===== src/rtl/vga_pkg.sv =====
// Shared VGA constants: default 640x480@60 timing, line/frame total helpers
// and the packed {r,g,b} pixel type at the default colour depth.
package vga_pkg;

  localparam int DEF_H_ACTIVE   = 640;
  localparam int DEF_H_FP       = 16;
  localparam int DEF_H_SYNC     = 96;
  localparam int DEF_H_BP       = 48;
  localparam int DEF_V_ACTIVE   = 480;
  localparam int DEF_V_FP       = 10;
  localparam int DEF_V_SYNC     = 2;
  localparam int DEF_V_BP       = 33;
  localparam int DEF_CELL_SHIFT = 4;
  localparam int DEF_COLOR_W    = 4;

  typedef struct packed {
    logic [DEF_COLOR_W-1:0] r;
    logic [DEF_COLOR_W-1:0] g;
    logic [DEF_COLOR_W-1:0] b;
  } rgb_t;

  function automatic int h_total(input int active, input int fp, input int sync, input int bp);
    return active + fp + sync + bp;
  endfunction

  function automatic int v_total(input int active, input int fp, input int sync, input int bp);
    return active + fp + sync + bp;
  endfunction

endpackage


===== src/rtl/vga_timing.sv =====
// Pixel-tick divider plus horizontal/vertical scan counters with the raw
// (unregistered) sync, active-area and frame-origin flags derived from them.
module vga_timing
  import vga_pkg::*;
#(
  parameter int CLK_DIV  = 2,
  parameter int H_ACTIVE = DEF_H_ACTIVE,
  parameter int H_FP     = DEF_H_FP,
  parameter int H_SYNC   = DEF_H_SYNC,
  parameter int H_BP     = DEF_H_BP,
  parameter int V_ACTIVE = DEF_V_ACTIVE,
  parameter int V_FP     = DEF_V_FP,
  parameter int V_SYNC   = DEF_V_SYNC,
  parameter int V_BP     = DEF_V_BP,
  parameter int HW       = $clog2(h_total(H_ACTIVE, H_FP, H_SYNC, H_BP)),
  parameter int VW       = $clog2(v_total(V_ACTIVE, V_FP, V_SYNC, V_BP))
) (
  input  logic          clk,
  input  logic          rst_n,
  output logic          tick,
  output logic [HW-1:0] h_cnt,
  output logic [VW-1:0] v_cnt,
  output logic          active,
  output logic          hs_raw,
  output logic          vs_raw,
  output logic          frame_first
);

  localparam int H_TOTAL = h_total(H_ACTIVE, H_FP, H_SYNC, H_BP);
  localparam int V_TOTAL = v_total(V_ACTIVE, V_FP, V_SYNC, V_BP);
  localparam int DW      = $clog2(CLK_DIV);

  logic [DW-1:0] div_cnt;

  assign tick = (div_cnt == DW'(CLK_DIV - 1));

  always_ff @(posedge clk or negedge rst_n) begin
    if (!rst_n) begin
      div_cnt <= '0;
      h_cnt   <= '0;
      v_cnt   <= '0;
    end else begin
      div_cnt <= tick ? '0 : div_cnt + 1'b1;
      if (tick) begin
        if (h_cnt == HW'(H_TOTAL - 1)) begin
          h_cnt <= '0;
          v_cnt <= (v_cnt == VW'(V_TOTAL - 1)) ? '0 : v_cnt + 1'b1;
        end else begin
          h_cnt <= h_cnt + 1'b1;
        end
      end
    end
  end

  // Compared as int so a sync window ending exactly at 2**HW cannot truncate.
  assign active      = (int'(h_cnt) < H_ACTIVE) && (int'(v_cnt) < V_ACTIVE);
  assign hs_raw      = !((int'(h_cnt) >= H_ACTIVE + H_FP) && (int'(h_cnt) < H_ACTIVE + H_FP + H_SYNC));
  assign vs_raw      = !((int'(v_cnt) >= V_ACTIVE + V_FP) && (int'(v_cnt) < V_ACTIVE + V_FP + V_SYNC));
  assign frame_first = (h_cnt == '0) && (v_cnt == '0);

endmodule


===== src/rtl/vga_cell_scanout.sv =====
// Cell-based VGA scan-out: reads a 1-bit-per-cell RAM and drives registered pins.
// Optional blinking cursor cell when VGA_CURSOR_EN is defined.
module vga_cell_scanout
  import vga_pkg::*;
#(
  parameter int CLK_DIV    = 2,
  parameter int H_ACTIVE   = DEF_H_ACTIVE,
  parameter int H_FP       = DEF_H_FP,
  parameter int H_SYNC     = DEF_H_SYNC,
  parameter int H_BP       = DEF_H_BP,
  parameter int V_ACTIVE   = DEF_V_ACTIVE,
  parameter int V_FP       = DEF_V_FP,
  parameter int V_SYNC     = DEF_V_SYNC,
  parameter int V_BP       = DEF_V_BP,
  parameter int CELL_SHIFT = DEF_CELL_SHIFT,
  parameter int COLOR_W    = DEF_COLOR_W,
  parameter int ADDR_W     = 11
) (
  input  logic                 clk,
  input  logic                 rst_n,
  output logic [ADDR_W-1:0]    fb_addr,
  output logic                 fb_rd_en,
  input  logic                 fb_data,
  input  logic [3*COLOR_W-1:0] fg_rgb,
  input  logic [3*COLOR_W-1:0] bg_rgb,
  input  logic [5:0]           cursor_col,
  input  logic [4:0]           cursor_row,
  output logic [COLOR_W-1:0]   vga_r,
  output logic [COLOR_W-1:0]   vga_g,
  output logic [COLOR_W-1:0]   vga_b,
  output logic                 vga_hs,
  output logic                 vga_vs,
  output logic                 frame_start
);

  localparam int COLS = H_ACTIVE >> CELL_SHIFT;
  localparam int ROWS = V_ACTIVE >> CELL_SHIFT;
  localparam int HW   = $clog2(h_total(H_ACTIVE, H_FP, H_SYNC, H_BP));
  localparam int VW   = $clog2(v_total(V_ACTIVE, V_FP, V_SYNC, V_BP));

  typedef struct packed {
    logic [COLOR_W-1:0] r;
    logic [COLOR_W-1:0] g;
    logic [COLOR_W-1:0] b;
  } pix_t;

  if (CLK_DIV < 2) begin : g_chk_div
    $error("vga_cell_scanout: CLK_DIV must be at least 2");
  end
  if ((H_ACTIVE % (1 << CELL_SHIFT)) != 0 || (V_ACTIVE % (1 << CELL_SHIFT)) != 0) begin : g_chk_cell
    $error("vga_cell_scanout: active area must be a whole number of cells");
  end
  if (ROWS * COLS - 1 >= (1 << ADDR_W)) begin : g_chk_addr
    $error("vga_cell_scanout: ADDR_W too small for ROWS*COLS cells");
  end

  logic          tick, active, hs_raw, vs_raw, frame_first;
  logic [HW-1:0] h_cnt;
  logic [VW-1:0] v_cnt;

  vga_timing #(
    .CLK_DIV(CLK_DIV), .H_ACTIVE(H_ACTIVE), .H_FP(H_FP), .H_SYNC(H_SYNC), .H_BP(H_BP),
    .V_ACTIVE(V_ACTIVE), .V_FP(V_FP), .V_SYNC(V_SYNC), .V_BP(V_BP), .HW(HW), .VW(VW)
  ) u_timing (
    .clk(clk), .rst_n(rst_n), .tick(tick), .h_cnt(h_cnt), .v_cnt(v_cnt),
    .active(active), .hs_raw(hs_raw), .vs_raw(vs_raw), .frame_first(frame_first)
  );

  logic [ADDR_W-1:0]    cell_row, cell_col;
  logic [3*COLOR_W-1:0] fg_q, bg_q;
  logic                 s1_active, s1_hs, s1_vs, s1_first, s1_cursor;
  logic                 rd_pend, cell_q, cell_bit, cursor_hit, swap;
  pix_t                 pix;

  assign cell_row = ADDR_W'(v_cnt >> CELL_SHIFT);
  assign cell_col = ADDR_W'(h_cnt >> CELL_SHIFT);

`ifdef VGA_CURSOR_EN
  logic [5:0] cur_col_q;
  logic [4:0] cur_row_q;
  logic [4:0] frame_cnt;
  logic       blink_phase;
  logic [5:0] cur_col_sel;
  logic [4:0] cur_row_sel;

  // At the frame origin the freshly sampled cursor must already apply to pixel (0,0).
  assign cur_col_sel = frame_first ? cursor_col : cur_col_q;
  assign cur_row_sel = frame_first ? cursor_row : cur_row_q;
  assign cursor_hit  = active && (int'(h_cnt >> CELL_SHIFT) == int'(cur_col_sel))
                              && (int'(v_cnt >> CELL_SHIFT) == int'(cur_row_sel));
  assign swap        = s1_cursor && !blink_phase;

  always_ff @(posedge clk or negedge rst_n) begin
    if (!rst_n) begin
      cur_col_q   <= '0;
      cur_row_q   <= '0;
      frame_cnt   <= '0;
      blink_phase <= 1'b0;
    end else if (tick && frame_first) begin
      cur_col_q   <= cursor_col;
      cur_row_q   <= cursor_row;
      blink_phase <= frame_cnt[4];
      frame_cnt   <= frame_cnt + 1'b1;
    end
  end
`else
  logic unused_cursor;
  assign unused_cursor = ^{cursor_col, cursor_row};
  assign cursor_hit    = 1'b0;
  assign swap          = 1'b0;
`endif

  // The RAM bit is only live the clk after the read; later ticks use the captured copy.
  assign cell_bit = rd_pend ? fb_data : cell_q;
  assign pix      = !s1_active ? '0 : ((cell_bit ^ swap) ? pix_t'(fg_q) : pix_t'(bg_q));

  always_ff @(posedge clk or negedge rst_n) begin
    if (!rst_n) begin
      fb_addr     <= '0;
      fb_rd_en    <= 1'b0;
      rd_pend     <= 1'b0;
      cell_q      <= 1'b0;
      fg_q        <= '0;
      bg_q        <= '0;
      s1_active   <= 1'b0;
      s1_hs       <= 1'b1;
      s1_vs       <= 1'b1;
      s1_first    <= 1'b0;
      s1_cursor   <= 1'b0;
      vga_r       <= '0;
      vga_g       <= '0;
      vga_b       <= '0;
      vga_hs      <= 1'b1;
      vga_vs      <= 1'b1;
      frame_start <= 1'b0;
    end else begin
      fb_rd_en    <= 1'b0;
      frame_start <= 1'b0;
      rd_pend     <= fb_rd_en;
      if (rd_pend) cell_q <= fb_data;
      if (tick) begin
        if (active) begin
          fb_addr  <= cell_row * ADDR_W'(COLS) + cell_col;
          fb_rd_en <= 1'b1;
        end
        if (frame_first) begin
          fg_q <= fg_rgb;
          bg_q <= bg_rgb;
        end
        s1_active   <= active;
        s1_hs       <= hs_raw;
        s1_vs       <= vs_raw;
        s1_first    <= frame_first;
        s1_cursor   <= cursor_hit;
        vga_r       <= pix.r;
        vga_g       <= pix.g;
        vga_b       <= pix.b;
        vga_hs      <= s1_hs;
        vga_vs      <= s1_vs;
        frame_start <= s1_first;
      end
    end
  end

endmodule

===== config.mk =====
export PLATFORM = sky130hd
export DESIGN_NAME = vga_cell_scanout
export DESIGN_NICKNAME = d
export VERILOG_FILES = /design/src/rtl/vga_pkg.sv /design/src/rtl/vga_timing.sv /design/src/rtl/vga_cell_scanout.sv
export SDC_FILE = /design/constraint.sdc
export NUM_CORES = 1
export LEC_CHECK = 0
export BUFFER_PORTS_ARGS = -buffer_cell sky130_fd_sc_hd__buf_4
export CAP_MARGIN = 20
export CORE_MARGIN = 2
export CORE_UTILIZATION = 35
export CTS_BUF_LIST = sky130_fd_sc_hd__clkbuf_8 sky130_fd_sc_hd__clkbuf_16
export DETAILED_ROUTE_END_ITERATION = 8
export MAX_ROUTING_LAYER = met4
export PLACE_DENSITY = 0.52
export SLEW_MARGIN = 15
export SYNTH_ARGS = -nofsm -noshare
export SYNTH_HDL_FRONTEND = slang
export SYNTH_SLANG_ARGS = --single-unit

===== constraint.sdc =====
create_clock -name clk -period 4.6 [get_ports clk]
set_input_delay 0.23 -clock clk [delete_from_list [all_inputs] [get_ports clk]]
set_output_delay 0.23 -clock clk [all_outputs]
set_load 0.01 [all_outputs]

==> metrics.yaml <==
clock_network:
  cts_tree: "built"
  cts_root_buffer: "clkbuf_8"
  cts_post_setup_buffers_inserted: 0
  cts_sinks: 78
  ctsLongestPathBuffers: 2
  cts_inserted_buffers: 9
  cts.clk_slew.worst_paths_ns: 0.08
  worstSkewPairLatency_ns: 0.35
  h-tree-depth: 3
layout:
  antenna_cells: 0
  final_core_util_pct: 41.9
  drive_gt1_share_pct: 32.7
  n_fill_cell: 1036
  nNetsFinal: 415
  syn_to_final_growth_pct: 17.6
status:
  status: "completed"
route:
  avgRoutedWirePerCell_microns: 14.2
  ant_nets: 0
  dr.first_iter.drc_count: 84
  wirelength_microns: 7160
  vias: 2434
  drc: 0
  dr.pass1.iters: 4
  vias_per_cell: 4.83
critical_path:
  cp.arrival_ns: 2.71
  cp_cell_sequence: "ha_1 -> ha_1 -> fa_1 -> xor2_1 -> nand3_1 -> nor4_1 -> xnor2_1 -> o21ai_0"
  startpoint_type: "register"
  cpLargestDelayFamily: "adder cells"
  criticalPathCategory: "reg2reg"
  path_max_fanout: 8
  max_stage_delay_ns: 0.57
  cp.required_ns: 4.80
  cp.buffers_inverters: 0
  end_kind: "register"
  critPathSlowestCell: "dfrtp_1"
  cp_common_cell: "ha_1"
sta:
  min_period_ns: 2.50
  tightestPinTransition_ns: 0.698
  fin_skew_ns: 0.0126
  fmaxAchievable_ghz: 0.399
  fin_tns_setup_ns: 0
  rsz0062_at_grt: "false"
  fin_crit_sh_pct: 54.5
  setup_viol: 0
  hold_viol_final: 0
  slew_headroom_pct: 53.3
  slew_violations: 0
synthesis:
  synth_nets: 361
  postSynthCellCount: 305
  yosysTopAreaCell: "dfrtp_1"
  synth.distinct_cells: 49
  yosysSeqAreaShare_pct: 50.9
  netlist_area_sq_mm: 0.00384
  ys_warn_count: 0
  synthTopCellsByArea: "dfrtp_1 48%, mux2_4 7.4%, ha_1 5.2%, mux2_2 3.8%, mux2i_1 3.6%"
  yosysTopAreaCellShare_pct: 48.2
  synth.most_common_cell: "dfrtp_1"
  synth_edf_count: 0
  synth_flop_cell: "dfrtp_1"
  yosys_register_bits: 78
  synth.top_cells.by_count: "74 x dfrtp_1, 22 x nand2_1, 19 x mux2_4, 16 x ha_1"
  ys_async_sr_fraction_pct: 100
  synth.avg_cell_area_sq_um: 12.6
floorplan:
  die_h_microns: 109
  ios: 65
  core_area_sq_mm: 0.0108
  dieArea_sq_mm: 0.0118
  initial_core_util_pct: 35.6
  rows: 38
  fp.dieW_microns: 109
grt:
  antenna_found_initial: 0
  gr-usage-all-layers_pct: 13.3
  grt_start_max_net_pins: 79
  grt_pass1_vias: 2333
  grt_pass1_wl_microns: 11800
  grt-ovfl-total: 0
place:
  routabilityCongestion: 0.754
  hpwlAfterDp_microns: 4720
  numPortBuffers: 53
pwr:
  power_density_mw_per_mm2: 275
  ir_drop_uv: 115
  leakage_nw: 2.09
flow_run:
  cap_viol_max_count: 0
hold_path:
  hold_path.class: "in2reg"
## per-layer routing
metal	part of all wire, %	wire length (microns)	GRT usage [%]	up-vias
met5	0	0	-	-
met4	1.6	115	5.22	0
met3	2.9	209	2.87	8
met2	44	3140	18.3	32
met1	52	3700	18.9	1199
li1	-	-	-	1195
## sequential cells by signal, summed over array words and instances, names as in the netlist, 4 cells and up
register / cells
bg_q: 12
fg_q: 12
fb_addr: 11
u_timing.h_cnt: 10
u_timing.v_cnt: 10
vga_b: 4
vga_g: 4
vga_r: 4
## report_power, final
group	internal, mW	total, mW	switching, mW	leakage, nW
clock network	0.205	0.448	0.243	0.0907
registers	0.705	0.716	0.0111	0.961
logic	0.0460	0.0798	0.0338	1.04
total	0.956	1.24	0.288	2.09
## layout by cell type, fill, tap and decap left out, types with 3 or more instances in the layout
cell / instances
xnor2_1: 11
mux2_4: 19
o21ai_0: 14
inv_1: 9
dfstp_2: 4
nand4_1: 4
o2bb2ai_1: 12
a21oi_1: 9
a21o_1: 4
xor2_1: 7
and3_1: 3
mux2_2: 13
nand2_1: 22
nor3_1: 6
dfrtp_1: 74
nand3_1: 8
mux2i_1: 13
buf_4: 55
nor2_1: 14
clkbuf_8: 10
ha_1: 16
## layout make-up
type	instances	area [sq um]	area share [%]
clock buffers	10	138	3.05
clock inverters	6	32.5	0.720
inverters	8	30.0	0.664
multi-input cells	205	1740	38.6
flip-flops and latches	78	1960	43.3
well taps	140	175	3.88
repair buffers	57	443	9.80
## worst reg2reg max path, delay by kind of cell (launching register included)
family,cells,cell delay [ns]
DFF,1,0.57
adders and majority gates,3,0.92
AOI/OAI and AO/OA,1,0.08
and+or+nand+nor,2,0.35
xor gates and xnor gates,2,0.43
## logic make-up after synthesis
logic type | count (synthesis) | synth area share (%)
adder cells (fa/ha/maj) | 18 | 6.25
multiplexers | 46 | 14.9
AO/OA/AOI/OAI | 46 | 7.95
buffers and inverters | 22 | 3.78
AND/OR/NAND/NOR | 77 | 12.1
XOR/XNOR | 18 | 4.10
flip-flops | 78 | 50.9
## repair_timing
action                                 CTS  global route
gates resized for setup                  0             0
endpoints found under the hold margin    0            30
hold buffers                             0             1
## stage by stage
| stage | setup WS [ns] | hold slack [ns] | cell area (sq um) | instances | power, mW |
|---|---|---|---|---|---|
| final | 2.10 | 0.102 | 4520 | 504 | 1.24 |
| after detailed placement | 2.08 | 0.383 | 4320 | 486 | 0.809 |
| after global routing | 1.86 | 0.0850 | 4520 | 504 | 1.30 |
| after CTS | 2.07 | 0.0864 | 4490 | 502 | 1.27 |
| after floorplan | 2.28 | -0.0656 | 3840 | 305 | 0.757 |
| after global placement | 2.09 | 0.377 | 4320 | 486 | 0.807 |
## final timing paths
check / from / endpoint / slack (ns) / cells after the start
max: u_timing.v_cnt[5] / fb_addr[10] / 2.10 / 8
min: bg_rgb[5] / bg_q[5] / 0.10 / 2
max reg2reg: u_timing.v_cnt[5] / fb_addr[10] / 2.10 / 8
min reg2reg: fb_rd_en / rd_pend / 0.39 / 0
max in group asynchronous: rst_n / bg_q[10] / 3.62 / 3
min in group asynchronous: rst_n / u_timing.v_cnt[6] / 0.38 / 2
Power figures use the tool's default switching activity.
